--- config.mk ---
export PLATFORM = sky130hd
export DESIGN_NAME = regfile_wb_arbiter
export DESIGN_NICKNAME = d
export VERILOG_FILES = /design/src/rtl/regfile_wb_arbiter_pkg.sv /design/src/rtl/regfile_wb_arbiter_wb_hold_slot.sv /design/src/rtl/regfile_wb_arbiter.sv
export SDC_FILE = /design/constraint.sdc
export NUM_CORES = 1
export LEC_CHECK = 0
export CORE_AREA = 2 2 109 111
export CTS_CLUSTER_SIZE = 30
export DETAILED_ROUTE_END_ITERATION = 10
export DIE_AREA = 0 0 111 113
export GPL_TIMING_DRIVEN = 0
export HOLD_SLACK_MARGIN = 0.1
export PLACE_DENSITY_LB_ADDON = 0.2
export SYNTH_ARGS = -nofsm -noshare
export SYNTH_HDL_FRONTEND = slang
export SYNTH_SLANG_ARGS = --single-unit
export TNS_END_PERCENT = 5
--- constraint.sdc ---
create_clock -name clk -period 2.4 [get_ports clk]
set_input_delay 0.48 -clock clk [delete_from_list [all_inputs] [get_ports clk]]
set_output_delay 0.48 -clock clk [all_outputs]
set_load 0.01 [all_outputs]
--- src/rtl/regfile_wb_arbiter_pkg.sv ---
// Shared writeback definitions: widths, the writeback entry record, and the
// grant encoding used by the writeback arbiter.
package regfile_wb_arbiter_pkg;

  localparam int XLEN               = 32;
  localparam int REG_ADDR_W         = 5;
  localparam int NUM_REGS           = 2 ** REG_ADDR_W;
  localparam int MAX_STREAK_DEFAULT = 3;
  localparam int STREAK_W           = 4;

  typedef struct packed {
    logic                  valid;
    logic [REG_ADDR_W-1:0] rd;
    logic [XLEN-1:0]       data;
  } wb_entry_t;

  typedef enum logic [1:0] {
    GRANT_NONE = 2'd0,
    GRANT_ALU  = 2'd1,
    GRANT_LSU  = 2'd2
  } grant_e;

endpackage

--- src/rtl/regfile_wb_arbiter_wb_hold_slot.sv ---
// One-entry holding register for a writeback producer. Ready passes the
// grant straight through so a source can stream one result per cycle.
module regfile_wb_arbiter_wb_hold_slot #(
  parameter int XLEN       = 32,
  parameter int REG_ADDR_W = 5
) (
  input  logic                  clk,
  input  logic                  rst,
  input  logic                  src_valid,
  input  logic [REG_ADDR_W-1:0] src_rd,
  input  logic [XLEN-1:0]       src_data,
  output logic                  src_ready,
  input  logic                  grant,
  output logic                  hold_valid,
  output logic [REG_ADDR_W-1:0] hold_rd,
  output logic [XLEN-1:0]       hold_data
);

  assign src_ready = !hold_valid || grant;

  // Load on handshake (a same-cycle grant of the old entry is implied), else clear on grant.
  always_ff @(posedge clk) begin
    if (rst) begin
      hold_valid <= 1'b0;
      hold_rd    <= '0;
      hold_data  <= '0;
    end else if (src_valid && src_ready) begin
      hold_valid <= 1'b1;
      hold_rd    <= src_rd;
      hold_data  <= src_data;
    end else if (grant) begin
      hold_valid <= 1'b0;
    end
  end

endmodule

--- src/rtl/regfile_wb_arbiter.sv ---
// Register-file writeback driver: merges ALU and LSU results through two
// holding slots, arbitrates with LSU priority bounded by a starvation streak,
// suppresses x0 writes and exports the pending-destination mask.
module regfile_wb_arbiter #(
  parameter int XLEN       = regfile_wb_arbiter_pkg::XLEN,
  parameter int REG_ADDR_W = regfile_wb_arbiter_pkg::REG_ADDR_W,
  parameter int MAX_STREAK = regfile_wb_arbiter_pkg::MAX_STREAK_DEFAULT
) (
  input  logic                       clk,
  input  logic                       rst,
  input  logic                       alu_valid,
  input  logic [REG_ADDR_W-1:0]      alu_rd,
  input  logic [XLEN-1:0]            alu_data,
  output logic                       alu_ready,
  input  logic                       lsu_valid,
  input  logic [REG_ADDR_W-1:0]      lsu_rd,
  input  logic [XLEN-1:0]            lsu_data,
  output logic                       lsu_ready,
  output logic                       wEn,
  output logic [REG_ADDR_W-1:0]      rd,
  output logic [XLEN-1:0]            write_data,
  output logic [2**REG_ADDR_W-1:0]   pending_mask
);
  import regfile_wb_arbiter_pkg::*;

  localparam logic [STREAK_W-1:0] MAX_S = STREAK_W'(MAX_STREAK);

  logic                  alu_hold_valid;
  logic [REG_ADDR_W-1:0] alu_hold_rd;
  logic [XLEN-1:0]       alu_hold_data;
  logic                  lsu_hold_valid;
  logic [REG_ADDR_W-1:0] lsu_hold_rd;
  logic [XLEN-1:0]       lsu_hold_data;

  grant_e                grant;
  logic [STREAK_W-1:0]   streak;
  logic [STREAK_W-1:0]   streak_next;
  logic [REG_ADDR_W-1:0] sel_rd;
  logic [XLEN-1:0]       sel_data;

  regfile_wb_arbiter_wb_hold_slot #(
    .XLEN       (XLEN),
    .REG_ADDR_W (REG_ADDR_W)
  ) u_alu_slot (
    .clk        (clk),
    .rst        (rst),
    .src_valid  (alu_valid),
    .src_rd     (alu_rd),
    .src_data   (alu_data),
    .src_ready  (alu_ready),
    .grant      (grant == GRANT_ALU),
    .hold_valid (alu_hold_valid),
    .hold_rd    (alu_hold_rd),
    .hold_data  (alu_hold_data)
  );

  regfile_wb_arbiter_wb_hold_slot #(
    .XLEN       (XLEN),
    .REG_ADDR_W (REG_ADDR_W)
  ) u_lsu_slot (
    .clk        (clk),
    .rst        (rst),
    .src_valid  (lsu_valid),
    .src_rd     (lsu_rd),
    .src_data   (lsu_data),
    .src_ready  (lsu_ready),
    .grant      (grant == GRANT_LSU),
    .hold_valid (lsu_hold_valid),
    .hold_rd    (lsu_hold_rd),
    .hold_data  (lsu_hold_data)
  );

  // Grant selection: LSU wins contention until the ALU has waited MAX_STREAK grants.
  always_comb begin
    grant = GRANT_NONE;
    if (alu_hold_valid && lsu_hold_valid) begin
      grant = (streak < MAX_S) ? GRANT_LSU : GRANT_ALU;
    end else if (alu_hold_valid) begin
      grant = GRANT_ALU;
    end else if (lsu_hold_valid) begin
      grant = GRANT_LSU;
    end
  end

  // Streak counts LSU grants taken while an ALU result waits; anything else resets it.
  always_comb begin
    streak_next = '0;
    if (grant == GRANT_LSU && alu_hold_valid) begin
      streak_next = (streak >= MAX_S) ? MAX_S : streak + 1'b1;
    end
  end

  // Route the granted slot to the output register.
  always_comb begin
    sel_rd   = lsu_hold_rd;
    sel_data = lsu_hold_data;
    if (grant == GRANT_ALU) begin
      sel_rd   = alu_hold_rd;
      sel_data = alu_hold_data;
    end
  end

  // Streak register.
  always_ff @(posedge clk) begin
    if (rst) begin
      streak <= '0;
    end else begin
      streak <= streak_next;
    end
  end

  // Write-port register; rd/data hold when idle, x0 is consumed without enabling the write.
  always_ff @(posedge clk) begin
    if (rst) begin
      wEn        <= 1'b0;
      rd         <= '0;
      write_data <= '0;
    end else if (grant != GRANT_NONE) begin
      wEn        <= (sel_rd != '0);
      rd         <= sel_rd;
      write_data <= sel_data;
    end else begin
      wEn        <= 1'b0;
    end
  end

  // Destinations still owed to the register file: both slots plus the write port.
  always_comb begin
    pending_mask = '0;
    if (alu_hold_valid) pending_mask[alu_hold_rd] = 1'b1;
    if (lsu_hold_valid) pending_mask[lsu_hold_rd] = 1'b1;
    if (wEn)            pending_mask[rd]          = 1'b1;
    pending_mask[0] = 1'b0;
  end

endmodule
==> results.sh <==
export IMPL_final_cell_mix="133 x nand2_1, 116 x clkdlybuf4s50_1, 111 x nand2b_1, 104 x dfxtp_1, 38 x nand4_1"
export IMPL_gp_congestion=0.888
export IMPL_tns_ps=-42.9
export IMPL_fp_dieH_um=113
export IMPL_crit_top_cell="nand2_1"
export IMPL_synth_edf_count=0
export IMPL_dieArea_um2=12500
export IMPL_setup_violations=1
export IMPL_cpMaxStageDelayCell="clkdlybuf4s50_1"
export IMPL_ys_warn_count=0
export IMPL_crit_buf_inv=1
export IMPL_syn_inst=711
export IMPL_overflow=0
export IMPL_fin_area_um2=8590
export IMPL_worstPathMaxFanout=10
export IMPL_fin_crit_sh_pct=102
export IMPL_seq_area_um2=2390
export IMPL_violations="negative setup slack"
export IMPL_status="finished with violations"
export IMPL_clock_latency_ps=410
export IMPL_grt_pass1_vias=6257
export IMPL_nets=963
export IMPL_root_buffer="clkbuf_16"
export IMPL_hold_ws_ps=462
export IMPL_cp_start_kind="flip-flop"
export IMPL_num_vias=6206
export IMPL_final_common_cell="nand2_1"
export IMPL_slowest_delay_ps=540
export IMPL_drive_gt1_share_pct=14.6
export IMPL_powerDensity_nw_per_um2=622
export IMPL_arrival_ps=1960
export IMPL_clock_sinks=118
export IMPL_synth_top_family_by_area="simple AND/OR/NAND/NOR gates"
export IMPL_hold_path_depth=1
export IMPL_cp_depth=4
export IMPL_place_ws_ps=-476
export IMPL_synthFlopType="dfxtp_1"
export IMPL_leakagePower_nw=3.58
export IMPL_grt_pass1_wl_um=31200
export IMPL_cts_tree="done"
export IMPL_dieWidth_um=111
export IMPL_worst_slack_ps=-42.9
export IMPL_ys_ff_latch=118
export IMPL_viasPerCell=5.97
export IMPL_synth_fa_ha_area_share_pct=0.208
export IMPL_fp_row_count=39
export IMPL_ir_worst_vdd_v=0.000338
export IMPL_cts_buffers=17
export IMPL_reg2reg_depth=7
export IMPL_grt_max_degree=17
export IMPL_max_slew_margin_rel_pct=40.3
export IMPL_slew_violations=0
export IMPL_timing_fmax_ghz=0.409
export IMPL_postRouteAntennaNets=0
export IMPL_final_min_clock_period_ps=2440
export IMPL_synth_compound_area_share_pct=14.0
export IMPL_dp_hpwl_um=13400
export IMPL_initial_core_util_pct=53.5
export IMPL_grt_util_all_layers_pct=31.0
export IMPL_required_ps=1920
export IMPL_cap_violations=0
export IMPL_path_cells="nor3b_2 -> nand2_1 -> nand2_1 -> clkdlybuf4s50_1"
export IMPL_dr_first_iter_drc_count=448
export IMPL_pin_count=150
export IMPL_first_pass_iters=8
export IMPL_drc=0
export IMPL_wl_per_cell_um=19.1
export IMPL_cts_clk_slew_worst_paths_ps=60
export IMPL_end_kind="primary output"
export IMPL_async_flop_share_pct=0
export IMPL_synthSimpleGateAreaFrac_pct=34.7
export IMPL_antenna_found_initial=0
export IMPL_path_delay_family="simple AND/OR/NAND/NOR gates"
export IMPL_finClkSkew_ps=8.14
export IMPL_hold_viol_final=0
export IMPL_hold_path_class="reg -> reg"
export IMPL_core_area_um2=11300
export IMPL_fin_util_pct=76.2
export IMPL_worst_slew_pin_slew_ps=891
export IMPL_multiInputGateArea_um2=3510
export IMPL_synthMuxAreaShare_pct=6.14
export IMPL_synth_cell_types=34
export IMPL_antenna_cells=0
export IMPL_synth_xor_area_share_pct=0
export IMPL_grt_setup_unrepaired="yes"
export IMPL_areaGrowthSynthToFinish_pct=42.4
export IMPL_placed_area_um2=7690
export IMPL_critPathKind="reg -> out"
export IMPL_synthesis_area_um2=6030
export IMPL_portBuffers=147
export IMPL_avgSynthCellArea_um2=8.48
export IMPL_cts_max_level=4
export IMPL_yosysSeqAreaShare_pct=39.2
export IMPL_clock_path_buffers=2
export IMPL_wl_um=19800
export IMPL_fillCellCount=841
==> final timing paths <==
kind                                            from                                    to  slack, ps
worst max-delay path              rd[2]$_SDFFE_PP0N_                       pending_mask[7]        -40
worst min-delay path            streak[0]$_SDFF_PP0_                  streak[0]$_SDFF_PP0_        460
worst max register to register  streak[0]$_SDFF_PP0_  u_lsu_slot.hold_data[2]$_SDFFE_PP0P_        380
worst min register to register  streak[0]$_SDFF_PP0_                  streak[0]$_SDFF_PP0_        460
==> Yosys cell counts, types with 2 or more instances <==
cell type    n  area, um2
nand2_1    133        499
dfxtp_1    118       2360
nand2b_1   111        694
clkbuf_1    48        180
nand4_1     38        238
mux2i_1     37        370
nand4b_1    37        324
o21ai_0     36        180
a22oi_1     29        218
o211ai_2    20        250
o211ai_1    17        128
and3b_1     15        131
buf_2       15       75.1
nor3b_1     13       97.6
and3_1       6       37.5
buf_1        6       22.5
nor3_1       5       25.0
inv_1        4       15.0
buf_6        3       33.8
a21oi_1      2       10.0
a222oi_1     2       20.0
and2_1       2       12.5
buf_4        2       15.0
nor2_1       2       7.51
==> cell families (layout without fill, tap and decap cells) <==
kind of cell	after synthesis	after routing
AO/OA/AOI/OAI	111	111
adder cells (fa/ha/maj)	1	1
buffers and inverters	78	262
flip-flops	118	118
multiplexers	37	37
other	1	3
AND/OR/NAND/NOR	365	365
==> state kept, by name, indices dropped and copies added (netlist names) <==
signal / count
rd: 5
streak: 4
u_alu_slot.hold_data: 32
u_alu_slot.hold_rd: 5
u_alu_slot.hold_valid: 1
u_lsu_slot.hold_data: 32
u_lsu_slot.hold_rd: 5
u_lsu_slot.hold_valid: 1
wEn: 1
write_data: 32
==> cell type report <==
type	count	share of cell area [%]
plain buffers	61	3.61
clock buffers	20	5.09
clock inverters	12	1.50
inverters	4	0.175
multi-input cells	517	40.9
flip-flops and latches	118	27.8
well taps	143	2.08
repair buffers	165	18.8
==> routing by layer <==
metal  share of wire, %  global-route usage, %  routed length (um)  vias to the layer above
met5                  0                      0                   0                        -
met4                2.3                   11.9                 455                        0
met3                9.4                   8.30                1860                       46
met2                 48                   52.1                9430                      357
met1                 41                   38.2                8100                     2955
li1                   -                      -                   -                     2848
==> report_power, final <==
group | internal (W) | switching (W)
logic | 0.000364 | 0.000356
registers | 0.00207 | 0.0000997
clock network | 0.00153 | 0.000925
total | 0.00396 | 0.00138
==> repair_timing <==
action                     in CTS  in global routing
buffers inserted                7                 11
setup endpoints to repair      33                 13
gates cloned                    0                  0
gates resized for setup        79                 22
hold endpoints to repair        0                  0
pin swaps                       6                  1
hold buffers                    0                  0
==> stage by stage <==
stage,power (W),instances
6_report,0.00534,1040
5_1_grt,0.00550,1040
4_1_cts,0.00530,1029
3_5_place_dp,0.00286,1003
3_3_place_gp,0.00284,1003
2_1_floorplan,0.00252,713
Note: power is estimated with default switching activity, not from simulation.
